**src/rtl/wb_gpio_pkg.sv**
```systemverilog
// rtl/wb_gpio_pkg.sv - Register map, ID word, bus FSM states and lane helpers for the Wishbone GPIO bridge.
package wb_gpio_pkg;

   localparam logic [7:0] REG_OUT_LO     = 8'h00;
   localparam logic [7:0] REG_OUT_HI     = 8'h04;
   localparam logic [7:0] REG_OEB_LO     = 8'h08;
   localparam logic [7:0] REG_OEB_HI     = 8'h0C;
   localparam logic [7:0] REG_IN_LO      = 8'h10;
   localparam logic [7:0] REG_IN_HI      = 8'h14;
   localparam logic [7:0] REG_RISE_EN_LO = 8'h18;
   localparam logic [7:0] REG_RISE_EN_HI = 8'h1C;
   localparam logic [7:0] REG_FALL_EN_LO = 8'h20;
   localparam logic [7:0] REG_FALL_EN_HI = 8'h24;
   localparam logic [7:0] REG_STATUS_LO  = 8'h28;
   localparam logic [7:0] REG_STATUS_HI  = 8'h2C;
   localparam logic [7:0] REG_ID         = 8'h30;

   localparam logic [15:0] ID_MAGIC = 16'hB00B;
   localparam logic [7:0]  ID_REV   = 8'h01;

   typedef enum logic [1:0] {IDLE, WAIT, ACK} wb_state_t;

   function automatic logic [31:0] id_word(input logic [7:0] num_gpio);
      return {ID_MAGIC, num_gpio, ID_REV};
   endfunction

   function automatic logic [63:0] low_mask(input int unsigned n);
      if (n >= 64) return {64{1'b1}};
      return (64'd1 << n) - 64'd1;
   endfunction

   // Replace the byte lanes picked by sel in either the LO or HI word.
   function automatic logic [63:0] lane_merge(input logic [63:0] cur, input logic hi,
                                              input logic [3:0] sel, input logic [31:0] wd);
      logic [63:0] r;
      r = cur;
      for (int b = 0; b < 4; b++) begin
         if (sel[b]) begin
            if (hi) r[32 + 8*b +: 8] = wd[8*b +: 8];
            else    r[8*b +: 8]      = wd[8*b +: 8];
         end
      end
      return r;
   endfunction

   function automatic logic [63:0] w1c_mask(input logic hi, input logic [3:0] sel,
                                            input logic [31:0] wd);
      logic [63:0] r;
      r = '0;
      for (int b = 0; b < 4; b++) begin
         if (sel[b]) begin
            if (hi) r[32 + 8*b +: 8] = wd[8*b +: 8];
            else    r[8*b +: 8]      = wd[8*b +: 8];
         end
      end
      return r;
   endfunction

endpackage

```
**src/rtl/wb_gpio_bridge_if.sv**
```systemverilog
// rtl/wb_gpio_bridge_if.sv - Wishbone slave-port bundle between the wrapper and the GPIO bridge.
interface wb_gpio_bridge_if;
   logic        wbs_stb_i;
   logic        wbs_cyc_i;
   logic        wbs_we_i;
   logic [3:0]  wbs_sel_i;
   logic [31:0] wbs_adr_i;
   logic [31:0] wbs_dat_i;
   logic        wbs_ack_o;
   logic [31:0] wbs_dat_o;

   modport slave (
      input  wbs_stb_i, wbs_cyc_i, wbs_we_i, wbs_sel_i, wbs_adr_i, wbs_dat_i,
      output wbs_ack_o, wbs_dat_o
   );

   modport master (
      output wbs_stb_i, wbs_cyc_i, wbs_we_i, wbs_sel_i, wbs_adr_i, wbs_dat_i,
      input  wbs_ack_o, wbs_dat_o
   );
endinterface

```
**src/rtl/gpio_edge_sync.sv**
```systemverilog
// rtl/gpio_edge_sync.sv - Per-pin input synchroniser with a history flop for rise/fall detection.
module gpio_edge_sync #(
   parameter int unsigned W      = 38,
   parameter int unsigned STAGES = 2
) (
   input  logic         clk_i,
   input  logic         rst_i,
   input  logic [W-1:0] din_i,
   output logic [W-1:0] sync_o,
   output logic [W-1:0] rise_o,
   output logic [W-1:0] fall_o
);

   logic [W-1:0] stage_q [STAGES];
   logic [W-1:0] prev_q;

   always_ff @(posedge clk_i) begin
      if (rst_i) begin
         for (int s = 0; s < STAGES; s++) stage_q[s] <= '0;
         prev_q <= '0;
      end else begin
         stage_q[0] <= din_i;
         for (int s = 1; s < STAGES; s++) stage_q[s] <= stage_q[s-1];
         prev_q <= stage_q[STAGES-1];
      end
   end

   assign sync_o = stage_q[STAGES-1];
   assign rise_o = sync_o & ~prev_q;
   assign fall_o = ~sync_o & prev_q;

endmodule

```
**src/rtl/wb_gpio_bridge.sv**
```systemverilog
// rtl/wb_gpio_bridge.sv - Wishbone-slave GPIO controller: OUT/OEB/IN registers, edge-latched STATUS and level IRQ.
module wb_gpio_bridge
   import wb_gpio_pkg::*;
#(
   parameter int unsigned NUM_GPIO      = 38,
   parameter logic [31:0] BASE_ADDR     = 32'h3000_0000,
   parameter logic [63:0] RESERVED_MASK = 64'h1E,
   parameter int unsigned WAIT_STATES   = 0,
   parameter int unsigned SYNC_STAGES   = 2
) (
   input  logic                wb_clk_i,
   input  logic                wb_rst_i,
   wb_gpio_bridge_if.slave     wbs,
   input  logic [NUM_GPIO-1:0] gpio_in,
   output logic [NUM_GPIO-1:0] gpio_out,
   output logic [NUM_GPIO-1:0] gpio_oeb,
   output logic                irq
);

   localparam logic [63:0] VALID   = low_mask(NUM_GPIO);
   localparam logic [63:0] LIVE    = VALID & ~RESERVED_MASK;
   localparam logic [31:0] ID_VAL  = id_word(8'(NUM_GPIO));
   localparam logic [1:0]  WS_LAST = 2'(WAIT_STATES - 1);

   wb_state_t   state_q;
   logic [1:0]  cnt_q;
   logic [7:2]  adr_q;
   logic        we_q;
   logic [3:0]  sel_q;
   logic [31:0] wdat_q;
   logic        ack_q;
   logic [31:0] dat_q;

   logic [63:0] out_q, out_d;
   logic [63:0] oeb_q, oeb_d;
   logic [63:0] rise_en_q, rise_en_d;
   logic [63:0] fall_en_q, fall_en_d;
   logic [63:0] status_q, status_d;
   logic        irq_q;

   logic [NUM_GPIO-1:0] sync_w, rise_w, fall_w;
   logic [63:0] in64, set_v, clr;
   logic        active, hit;
   logic [7:2]  rd_adr;
   logic [7:0]  rd_ofs, wr_base;
   logic        wr_hi;
   logic [31:0] rd_data;
   logic        unused_adr;

   gpio_edge_sync #(.W(NUM_GPIO), .STAGES(SYNC_STAGES)) u_sync (
      .clk_i  (wb_clk_i),
      .rst_i  (wb_rst_i),
      .din_i  (gpio_in),
      .sync_o (sync_w),
      .rise_o (rise_w),
      .fall_o (fall_w)
   );

   assign in64  = 64'(sync_w) & LIVE;
   assign set_v = ((64'(rise_w) & rise_en_q) | (64'(fall_w) & fall_en_q)) & LIVE;

   assign active     = wbs.wbs_stb_i & wbs.wbs_cyc_i;
   assign hit        = active & (wbs.wbs_adr_i[31:8] == BASE_ADDR[31:8]);
   assign unused_adr = ^wbs.wbs_adr_i[1:0];

   // With zero wait states the read is answered straight from the live address.
   assign rd_adr  = (state_q == IDLE) ? wbs.wbs_adr_i[7:2] : adr_q;
   assign rd_ofs  = {rd_adr, 2'b00};
   assign wr_base = {adr_q[7:3], 3'b000};
   assign wr_hi   = adr_q[2];

   always_comb begin
      rd_data = '0;
      case (rd_ofs)
         REG_OUT_LO:     rd_data = out_q[31:0];
         REG_OUT_HI:     rd_data = out_q[63:32];
         REG_OEB_LO:     rd_data = oeb_q[31:0];
         REG_OEB_HI:     rd_data = oeb_q[63:32];
         REG_IN_LO:      rd_data = in64[31:0];
         REG_IN_HI:      rd_data = in64[63:32];
         REG_RISE_EN_LO: rd_data = rise_en_q[31:0];
         REG_RISE_EN_HI: rd_data = rise_en_q[63:32];
         REG_FALL_EN_LO: rd_data = fall_en_q[31:0];
         REG_FALL_EN_HI: rd_data = fall_en_q[63:32];
         REG_STATUS_LO:  rd_data = status_q[31:0];
         REG_STATUS_HI:  rd_data = status_q[63:32];
         REG_ID:         rd_data = ID_VAL;
         default:        rd_data = '0;
      endcase
   end

   always_ff @(posedge wb_clk_i) begin
      if (wb_rst_i) begin
         state_q <= IDLE;
         cnt_q   <= '0;
         adr_q   <= '0;
         we_q    <= 1'b0;
         sel_q   <= '0;
         wdat_q  <= '0;
         ack_q   <= 1'b0;
         dat_q   <= '0;
      end else begin
         case (state_q)
            IDLE: begin
               if (hit) begin
                  adr_q  <= wbs.wbs_adr_i[7:2];
                  we_q   <= wbs.wbs_we_i;
                  sel_q  <= wbs.wbs_sel_i;
                  wdat_q <= wbs.wbs_dat_i;
                  cnt_q  <= '0;
                  if (WAIT_STATES == 0) begin
                     state_q <= ACK;
                     ack_q   <= 1'b1;
                     dat_q   <= rd_data;
                  end else begin
                     state_q <= WAIT;
                  end
               end
            end
            WAIT: begin
               if (!active) begin
                  state_q <= IDLE;
               end else if (cnt_q == WS_LAST) begin
                  state_q <= ACK;
                  ack_q   <= 1'b1;
                  dat_q   <= rd_data;
               end else begin
                  cnt_q <= cnt_q + 2'd1;
               end
            end
            ACK: begin
               state_q <= IDLE;
               ack_q   <= 1'b0;
               dat_q   <= '0;
            end
            default: begin
               state_q <= IDLE;
               ack_q   <= 1'b0;
               dat_q   <= '0;
            end
         endcase
      end
   end

   // Writes commit on the edge that closes the ack cycle; a STATUS set beats a same-edge clear.
   always_comb begin
      out_d     = out_q;
      oeb_d     = oeb_q;
      rise_en_d = rise_en_q;
      fall_en_d = fall_en_q;
      clr       = '0;
      if (state_q == ACK && we_q) begin
         case (wr_base)
            REG_OUT_LO:     out_d     = lane_merge(out_q, wr_hi, sel_q, wdat_q) & VALID;
            REG_OEB_LO:     oeb_d     = lane_merge(oeb_q, wr_hi, sel_q, wdat_q) & VALID;
            REG_RISE_EN_LO: rise_en_d = lane_merge(rise_en_q, wr_hi, sel_q, wdat_q) & VALID;
            REG_FALL_EN_LO: fall_en_d = lane_merge(fall_en_q, wr_hi, sel_q, wdat_q) & VALID;
            REG_STATUS_LO:  clr       = w1c_mask(wr_hi, sel_q, wdat_q);
            default:        clr       = '0;
         endcase
      end
      status_d = (status_q & ~clr) | set_v;
   end

   always_ff @(posedge wb_clk_i) begin
      if (wb_rst_i) begin
         out_q     <= '0;
         oeb_q     <= VALID;
         rise_en_q <= '0;
         fall_en_q <= '0;
         status_q  <= '0;
         irq_q     <= 1'b0;
      end else begin
         out_q     <= out_d;
         oeb_q     <= oeb_d;
         rise_en_q <= rise_en_d;
         fall_en_q <= fall_en_d;
         status_q  <= status_d;
         irq_q     <= |(status_q & (rise_en_q | fall_en_q));
      end
   end

   assign wbs.wbs_ack_o = ack_q;
   assign wbs.wbs_dat_o = dat_q;
   assign gpio_out      = out_q[NUM_GPIO-1:0] & LIVE[NUM_GPIO-1:0];
   assign gpio_oeb      = oeb_q[NUM_GPIO-1:0] | ~LIVE[NUM_GPIO-1:0];
   assign irq           = irq_q;

endmodule

```
**src/flat_wrapper.sv**
```systemverilog
// flat-port wrapper written by rule: the top's interface ports become plain ports
module wb_gpio_bridge_flat import wb_gpio_pkg::*;
#(
   parameter int unsigned NUM_GPIO      = 38,
   parameter logic [31:0] BASE_ADDR     = 32'h3000_0000,
   parameter logic [63:0] RESERVED_MASK = 64'h1E,
   parameter int unsigned WAIT_STATES   = 0,
   parameter int unsigned SYNC_STAGES   = 2
)
  (wb_clk_i, wb_rst_i, gpio_in, gpio_out, gpio_oeb, irq, wbs_wbs_stb_i, wbs_wbs_cyc_i, wbs_wbs_we_i, wbs_wbs_sel_i, wbs_wbs_adr_i, wbs_wbs_dat_i, wbs_wbs_ack_o, wbs_wbs_dat_o);
  wb_gpio_bridge_if wbs_i ();
  input  logic wb_clk_i;
  input  logic wb_rst_i;
  input  logic [NUM_GPIO-1:0] gpio_in;
  output logic [NUM_GPIO-1:0] gpio_out;
  output logic [NUM_GPIO-1:0] gpio_oeb;
  output logic irq;
  input wire logic [$bits(wbs_i.wbs_stb_i)-1:0] wbs_wbs_stb_i;
  input wire logic [$bits(wbs_i.wbs_cyc_i)-1:0] wbs_wbs_cyc_i;
  input wire logic [$bits(wbs_i.wbs_we_i)-1:0] wbs_wbs_we_i;
  input wire logic [$bits(wbs_i.wbs_sel_i)-1:0] wbs_wbs_sel_i;
  input wire logic [$bits(wbs_i.wbs_adr_i)-1:0] wbs_wbs_adr_i;
  input wire logic [$bits(wbs_i.wbs_dat_i)-1:0] wbs_wbs_dat_i;
  output wire logic [$bits(wbs_i.wbs_ack_o)-1:0] wbs_wbs_ack_o;
  output wire logic [$bits(wbs_i.wbs_dat_o)-1:0] wbs_wbs_dat_o;
  assign wbs_i.wbs_stb_i = wbs_wbs_stb_i;
  assign wbs_i.wbs_cyc_i = wbs_wbs_cyc_i;
  assign wbs_i.wbs_we_i = wbs_wbs_we_i;
  assign wbs_i.wbs_sel_i = wbs_wbs_sel_i;
  assign wbs_i.wbs_adr_i = wbs_wbs_adr_i;
  assign wbs_i.wbs_dat_i = wbs_wbs_dat_i;
  assign wbs_wbs_ack_o = wbs_i.wbs_ack_o;
  assign wbs_wbs_dat_o = wbs_i.wbs_dat_o;
  wb_gpio_bridge #(.NUM_GPIO(NUM_GPIO), .BASE_ADDR(BASE_ADDR), .RESERVED_MASK(RESERVED_MASK), .WAIT_STATES(WAIT_STATES), .SYNC_STAGES(SYNC_STAGES)) u_core (.wb_clk_i(wb_clk_i), .wb_rst_i(wb_rst_i), .wbs(wbs_i), .gpio_in(gpio_in), .gpio_out(gpio_out), .gpio_oeb(gpio_oeb), .irq(irq));
endmodule
```
**config.mk**
```make
export PLATFORM = sky130hd
export DESIGN_NAME = wb_gpio_bridge_flat
export DESIGN_NICKNAME = d
export VERILOG_FILES = /design/src/rtl/wb_gpio_pkg.sv /design/src/rtl/wb_gpio_bridge_if.sv /design/src/rtl/gpio_edge_sync.sv /design/src/rtl/wb_gpio_bridge.sv /design/src/flat_wrapper.sv
export SDC_FILE = /design/constraint.sdc
export NUM_CORES = 1
export LEC_CHECK = 0
export CORE_UTILIZATION = 40
export CTS_CLUSTER_SIZE = 10
export DETAILED_ROUTE_END_ITERATION = 8
export GPL_ROUTABILITY_DRIVEN = 0
export PLACE_DENSITY = 0.69
export SLEW_MARGIN = 20
export SYNTH_ARGS = -nofsm -noshare
export SYNTH_HDL_FRONTEND = slang
export SYNTH_SLANG_ARGS = --single-unit
```
**constraint.sdc**
```tcl
create_clock -name wb_clk_i -period 2.05 [get_ports wb_clk_i]
set_input_delay 0.205 -clock wb_clk_i [delete_from_list [all_inputs] [get_ports wb_clk_i]]
set_output_delay 0.205 -clock wb_clk_i [all_outputs]
set_load 0.02 [all_outputs]
```
# == After elaboration in Yosys (flattened, before gate mapping) ==
# Memories as Yosys holds them, arrays and structs flattened.
# Cells that the tools add are included.
# totals
ramBits,76
mem_count,1
word_cells,146
regBits,335
# classes
bitwise,17
muxes,41
n_eq_ne,25
reduce_logical,30
n_addsub,1
# memory_table
memory,depth,width,rd,rd_clocked_by_memory_dff,wr,line,rtl
u_core.u_sync.stage_q,2,38,2,0,2,gpio_edge_sync.sv:14,logic [W-1:0] stage_q [STAGES];
# op_table
cell,n
$pmux 32 s13,1
$and 38x38->38,4
$and 64x64->64,2
$mux 64,2
$mux 8,16
$mux 32,3
$reduce_and 4->1,21
$mux 38,2
$not 38->38,2
$or 38x38->38,2
$not 64->64,1
$or 64x38->64,1
$pmux 32 s2,1
$reduce_or 64->1,1
$eq 6x4->1 const B,5
$eq 24x22->1 const B,1
$eq 6x3->1 const B,4
$logic_not 8->1,2
$eq 6x2->1 const B,2
$mux 2,6
$eq 5x3->1 const B,2
$pmux 2 s2,2
$eq 6x1->1 const B,1
$mux 1,6
other kinds (18),24

# == Logic depth before layout (Yosys ltp) ==
# logic_depth
depth_word,7
depth_mapped,11

# == Hierarchy ==
# From an unflattened synthesis, not the netlist that was laid out.
# unflattened
hier_cells,2070
hier_area_um2,17951.0
# modules_own_cells
mod,area_per_inst_um2,cells_each,instances,seq_area_each_um2
wb_gpio_bridge,14117.3,1716,1,5865.6
gpio_edge_sync,3833.7,354,1,2282.2

# == Worst setup path before layout ==
# No wires, ideal clock.
# synth_path
path_type,flip-flop to flip-flop
from,"register, netlist name u_core.wbs.wbs_ack_o"
to,"register u_core.dat_q[9], in the netlist u_core.wbs.wbs_dat_o[9]"
setup_slack_ps,-241
path_buffers,2
stages_incl_launch_ff,8
setup_time_ps,127
arrival_time_ps,2164
synth_period_minus_slack_ps,2291
cell_sequence,dfxtp_1 buf_6 mux2i_4 clkbuf_1 mux2i_1 nor2_1 a2111oi_0 o21ai_1
# synth_rtl
element,line,rtl
end signal: assignment,wb_gpio_bridge.sv:114,dat_q <= rd_data;
end signal: assignment,wb_gpio_bridge.sv:126,dat_q <= rd_data;
end: declaration,wb_gpio_bridge.sv:32,logic [31:0] dat_q;

==> impl_metrics.toml <==
[synth]
yosys.area_share.simple_pct = 20.3
ys_seq_elements = 395
yosysWarnings = 0
synth_area_per_cell_um2 = 8.52
seq_area_frac_synth_pct = 48.6
synth_cells = 1911
synth_xor_area_share_pct = 0
ys_async_sr_fraction_pct = 0
synth_fa_ha_area_share_pct = 0
synth_edf_count = 0
synth_top_family_by_area = "simple AND/OR/NAND/NOR gates"
muxShareOfSynthArea_pct = 3.49
synth_cell_type_count = 61
synth_compound_gate_area_share_pct = 20.2
synth_ff_type = "dfxtp_1"
netlist_area_mm2 = 0.0163

[cts]
cts_root_buf = "clkbuf_16"
cts_tree = "yes"
path_clk_slew_ns = 0.06
numCtsBuffers = 46
clockBufferDepth = 3
insertion_delay_ns = 0.57
htreeDepth = 2
cts.sinks = 395

[routing]
ant_nets = 0
vias = 15416
first_iter_violations = 1880
wirelength_um = 56200
vias_per_cell = 5.73
wl_per_cell_um = 20.9
drc = 0
dr.pass1.iters = 9

[global_route]
grt_overflow = 0
antenna_found_initial = 1
grt_max_degree = 135
grt_pass1_vias = 14887
grt_pass1_wl_um = 85200
track_usage_pct = 26.6

[critical_path]
cp_common_cell = "buf_4"
r2r_start = "u_core.wbs.wbs_ack_o"
critical_path.cell_chain = "buf_4 > and2_1 > o2bb2ai_2 > buf_4 > a222oi_1 > nor2_1 > a2111oi_2 > o21ai_1"
end_kind = "flop"
crit_type = "flop to flop"
cp_max_fo = 11
start_kind = "flop"
r2r_cells = 8
required_ns = 2.50
crit_arrival_ns = 2.56
cpMaxStageDelayCell = "dfxtp_4"
rr_endpoint = "u_core.wbs.wbs_dat_o[1]"
critical_path.max_stage_delay_ns = 0.39
regToRegSetupSlack_ns = -0.06

[timing]
maxSlewHeadroom_pct = 51.5
timing.final.ws_setup_ns = -0.0638
fin_crit_sh_pct = 103
hold_viol = 0
fin_skew_ns = 0.0163
slew_viol_final = 0
min_period_ns = 2.11
max_freq_ghz = 0.473
rsz0062_at_grt = "yes"
setup_viol = 4
tightest_slew_ns = 0.727

[die]
ios = 221
dieWidth_um = 204
fp.dieH_um = 204
initial_core_util_pct = 40.8
core_area_mm2 = 0.0399
rows = 73
die_area_mm2 = 0.0415

[placement]
placed_area_mm2 = 0.0195
io_buffer_count = 206
pre_cts_ws_ns = -0.501
dp_hpwl_um = 39700
dpl.cell_count = 2619

[hold_path]
min_delay_path_depth = 2
whs_endpoint = "u_core.u_sync.stage_q[0][22]"
hp-start = "gpio_in[22]"
hold_class = "input pin to flop"

[cells_and_area]
drive_gt1_share_pct = 13.8
diodes = 0
final_cells = 2689
area_growth_pct = 29.8
fin_nets = 2266
stdcell_area_mm2 = 0.0211

[outcome]
violations = "setup timing"
status = "finished with violations"

[power]
finalPower_uw = 15800
max-vdd-ir-drop_v = 0.000484
p_leak_uw = 0.00757
powerDensity_mw_per_mm2 = 747

[job]
drv_cap = 0
-- how the worst max path moves through the flow --
stage | endpoint | slack (ns) | from
floorplan | u_core.wbs.wbs_dat_o[12] | -0.06 | u_core.wbs.wbs_ack_o
global placement | u_core.wdat_q[16] | -0.40 | wbs_wbs_cyc_i
detailed placement | u_core.adr_q[7] | -0.50 | wbs_wbs_cyc_i
CTS | u_core.wbs.wbs_dat_o[19] | -0.002 | u_core.wbs.wbs_ack_o
global route | u_core.wbs.wbs_dat_o[1] | -0.20 | u_core.wbs.wbs_ack_o
finish | u_core.wbs.wbs_dat_o[1] | -0.06 | u_core.wbs.wbs_ack_o
-- layer usage --
layer	part of all wire (%)	global-route usage (%)	vias to the layer above
li1	-	-	7087
met1	41	34.9	7288
met5	0	0	-
met2	45	41.7	891
met3	11	6.25	150
met4	3.8	11.0	0
-- critical path, delay by kind of cell (launching register included) --
family | cells | cell delay (ns)
AOI/OAI and AO/OA | 4 | 0.97
and+or+nand+nor | 2 | 0.28
DFF | 1 | 0.39
buffers and inverters | 2 | 0.36
-- Yosys cell counts, drive strengths merged, types with 27 or more instances --
cell type	count	area, um2
a21oi	179	896
a22oi	49	368
buf	105	756
clkbuf	94	354
dfxtp	395	7910
inv	27	101
mux2i	51	523
nand2	292	1100
nand3b	58	435
nor2	141	539
nor2b	103	644
o211ai	28	210
o21ai	172	861
-- repair_timing --
item	CTS	global route
cloned	1	0
pin swaps	3	8
endpoints found under the hold margin	25	0
gates resized for setup	23	68
hold buffers	1	0
setup endpoints to repair	72	157
setup buffers	4	7
-- cell type report --
type,count,area (um2)
fillers,3643,18800
flip-flops and latches,395,7920
multi-input cells,1295,7460
repair buffers,389,3760
clock buffers,54,1220
well taps,525,657
inverters,28,105
clock inverters,3,18.8
-- layout by cell type (no fill, tap or decap), types with 4 or more instances in the layout --
| master | instances |
|---|---|
| nand2_1 | 289 |
| and2_1 | 4 |
| clkbuf_16 | 47 |
| clkdlybuf4s50_1 | 204 |
| buf_4 | 146 |
| dfxtp_1 | 392 |
| inv_1 | 27 |
| nor2_2 | 6 |
| o22ai_1 | 20 |
| a221oi_1 | 7 |
| nor3_1 | 4 |
| a222oi_1 | 19 |
| a22oi_1 | 47 |
| a22o_1 | 13 |
| buf_12 | 19 |
| mux2i_1 | 49 |
| nand4_1 | 11 |
| o2bb2ai_1 | 7 |
| clkbuf_1 | 5 |
| o2bb2ai_2 | 4 |
| buf_6 | 15 |
| a2111oi_2 | 4 |
| a31oi_1 | 25 |
| o21ai_0 | 139 |
| nor4_1 | 8 |
| and3_1 | 7 |
| o21ai_1 | 30 |
| conb_1 | 8 |
| nor2b_1 | 102 |
| o211ai_1 | 28 |
| nor2_1 | 133 |
| nand3b_1 | 58 |
| nand3_1 | 23 |
| a21oi_1 | 177 |
-- where the power goes --
part           internal, uW  switching [uW]
combinational           420             427
clock                  4130            3000
sequential             7760            52.1
total                 12300            3480
-- flip-flops by register name, summed over array words and instances, names as in the netlist --
register / count
u_core.oeb_q: 38
u_core.u_sync.prev_q: 34
u_core.u_sync.stage_q: 68
u_core.wbs.wbs_ack_o: 1
u_core.adr_q: 6
u_core.irq: 1
u_core.rise_en_q: 38
u_core.wbs.wbs_dat_o: 32
u_core.sel_q: 4
u_core.we_q: 1
u_core.fall_en_q: 38
u_core.out_q: 38
u_core.status_q: 64
u_core.wdat_q: 32
-- logic make-up (layout without fill, tap and decap cells) --
logic type	after synthesis	count (layout)
simple gates	687	687
compound gates	545	545
flops	395	395
buf+inv	227	474
mux	55	55
other cells	2	8
-- through the flow --
step	hold WS, ns	TNS (ns)	util, %
3_3_place_gp	0.418	-23.55	48.9
6_report	0.188	-0.151	53.0
3_5_place_dp	0.425	-27.50	48.9
5_1_grt	0.186	-1.53	53.0
2_1_floorplan	0.333	-0.301	-
4_1_cts	0.172	-0.00387	52.3
No activity file was read; power rests on OpenSTA's default activity.
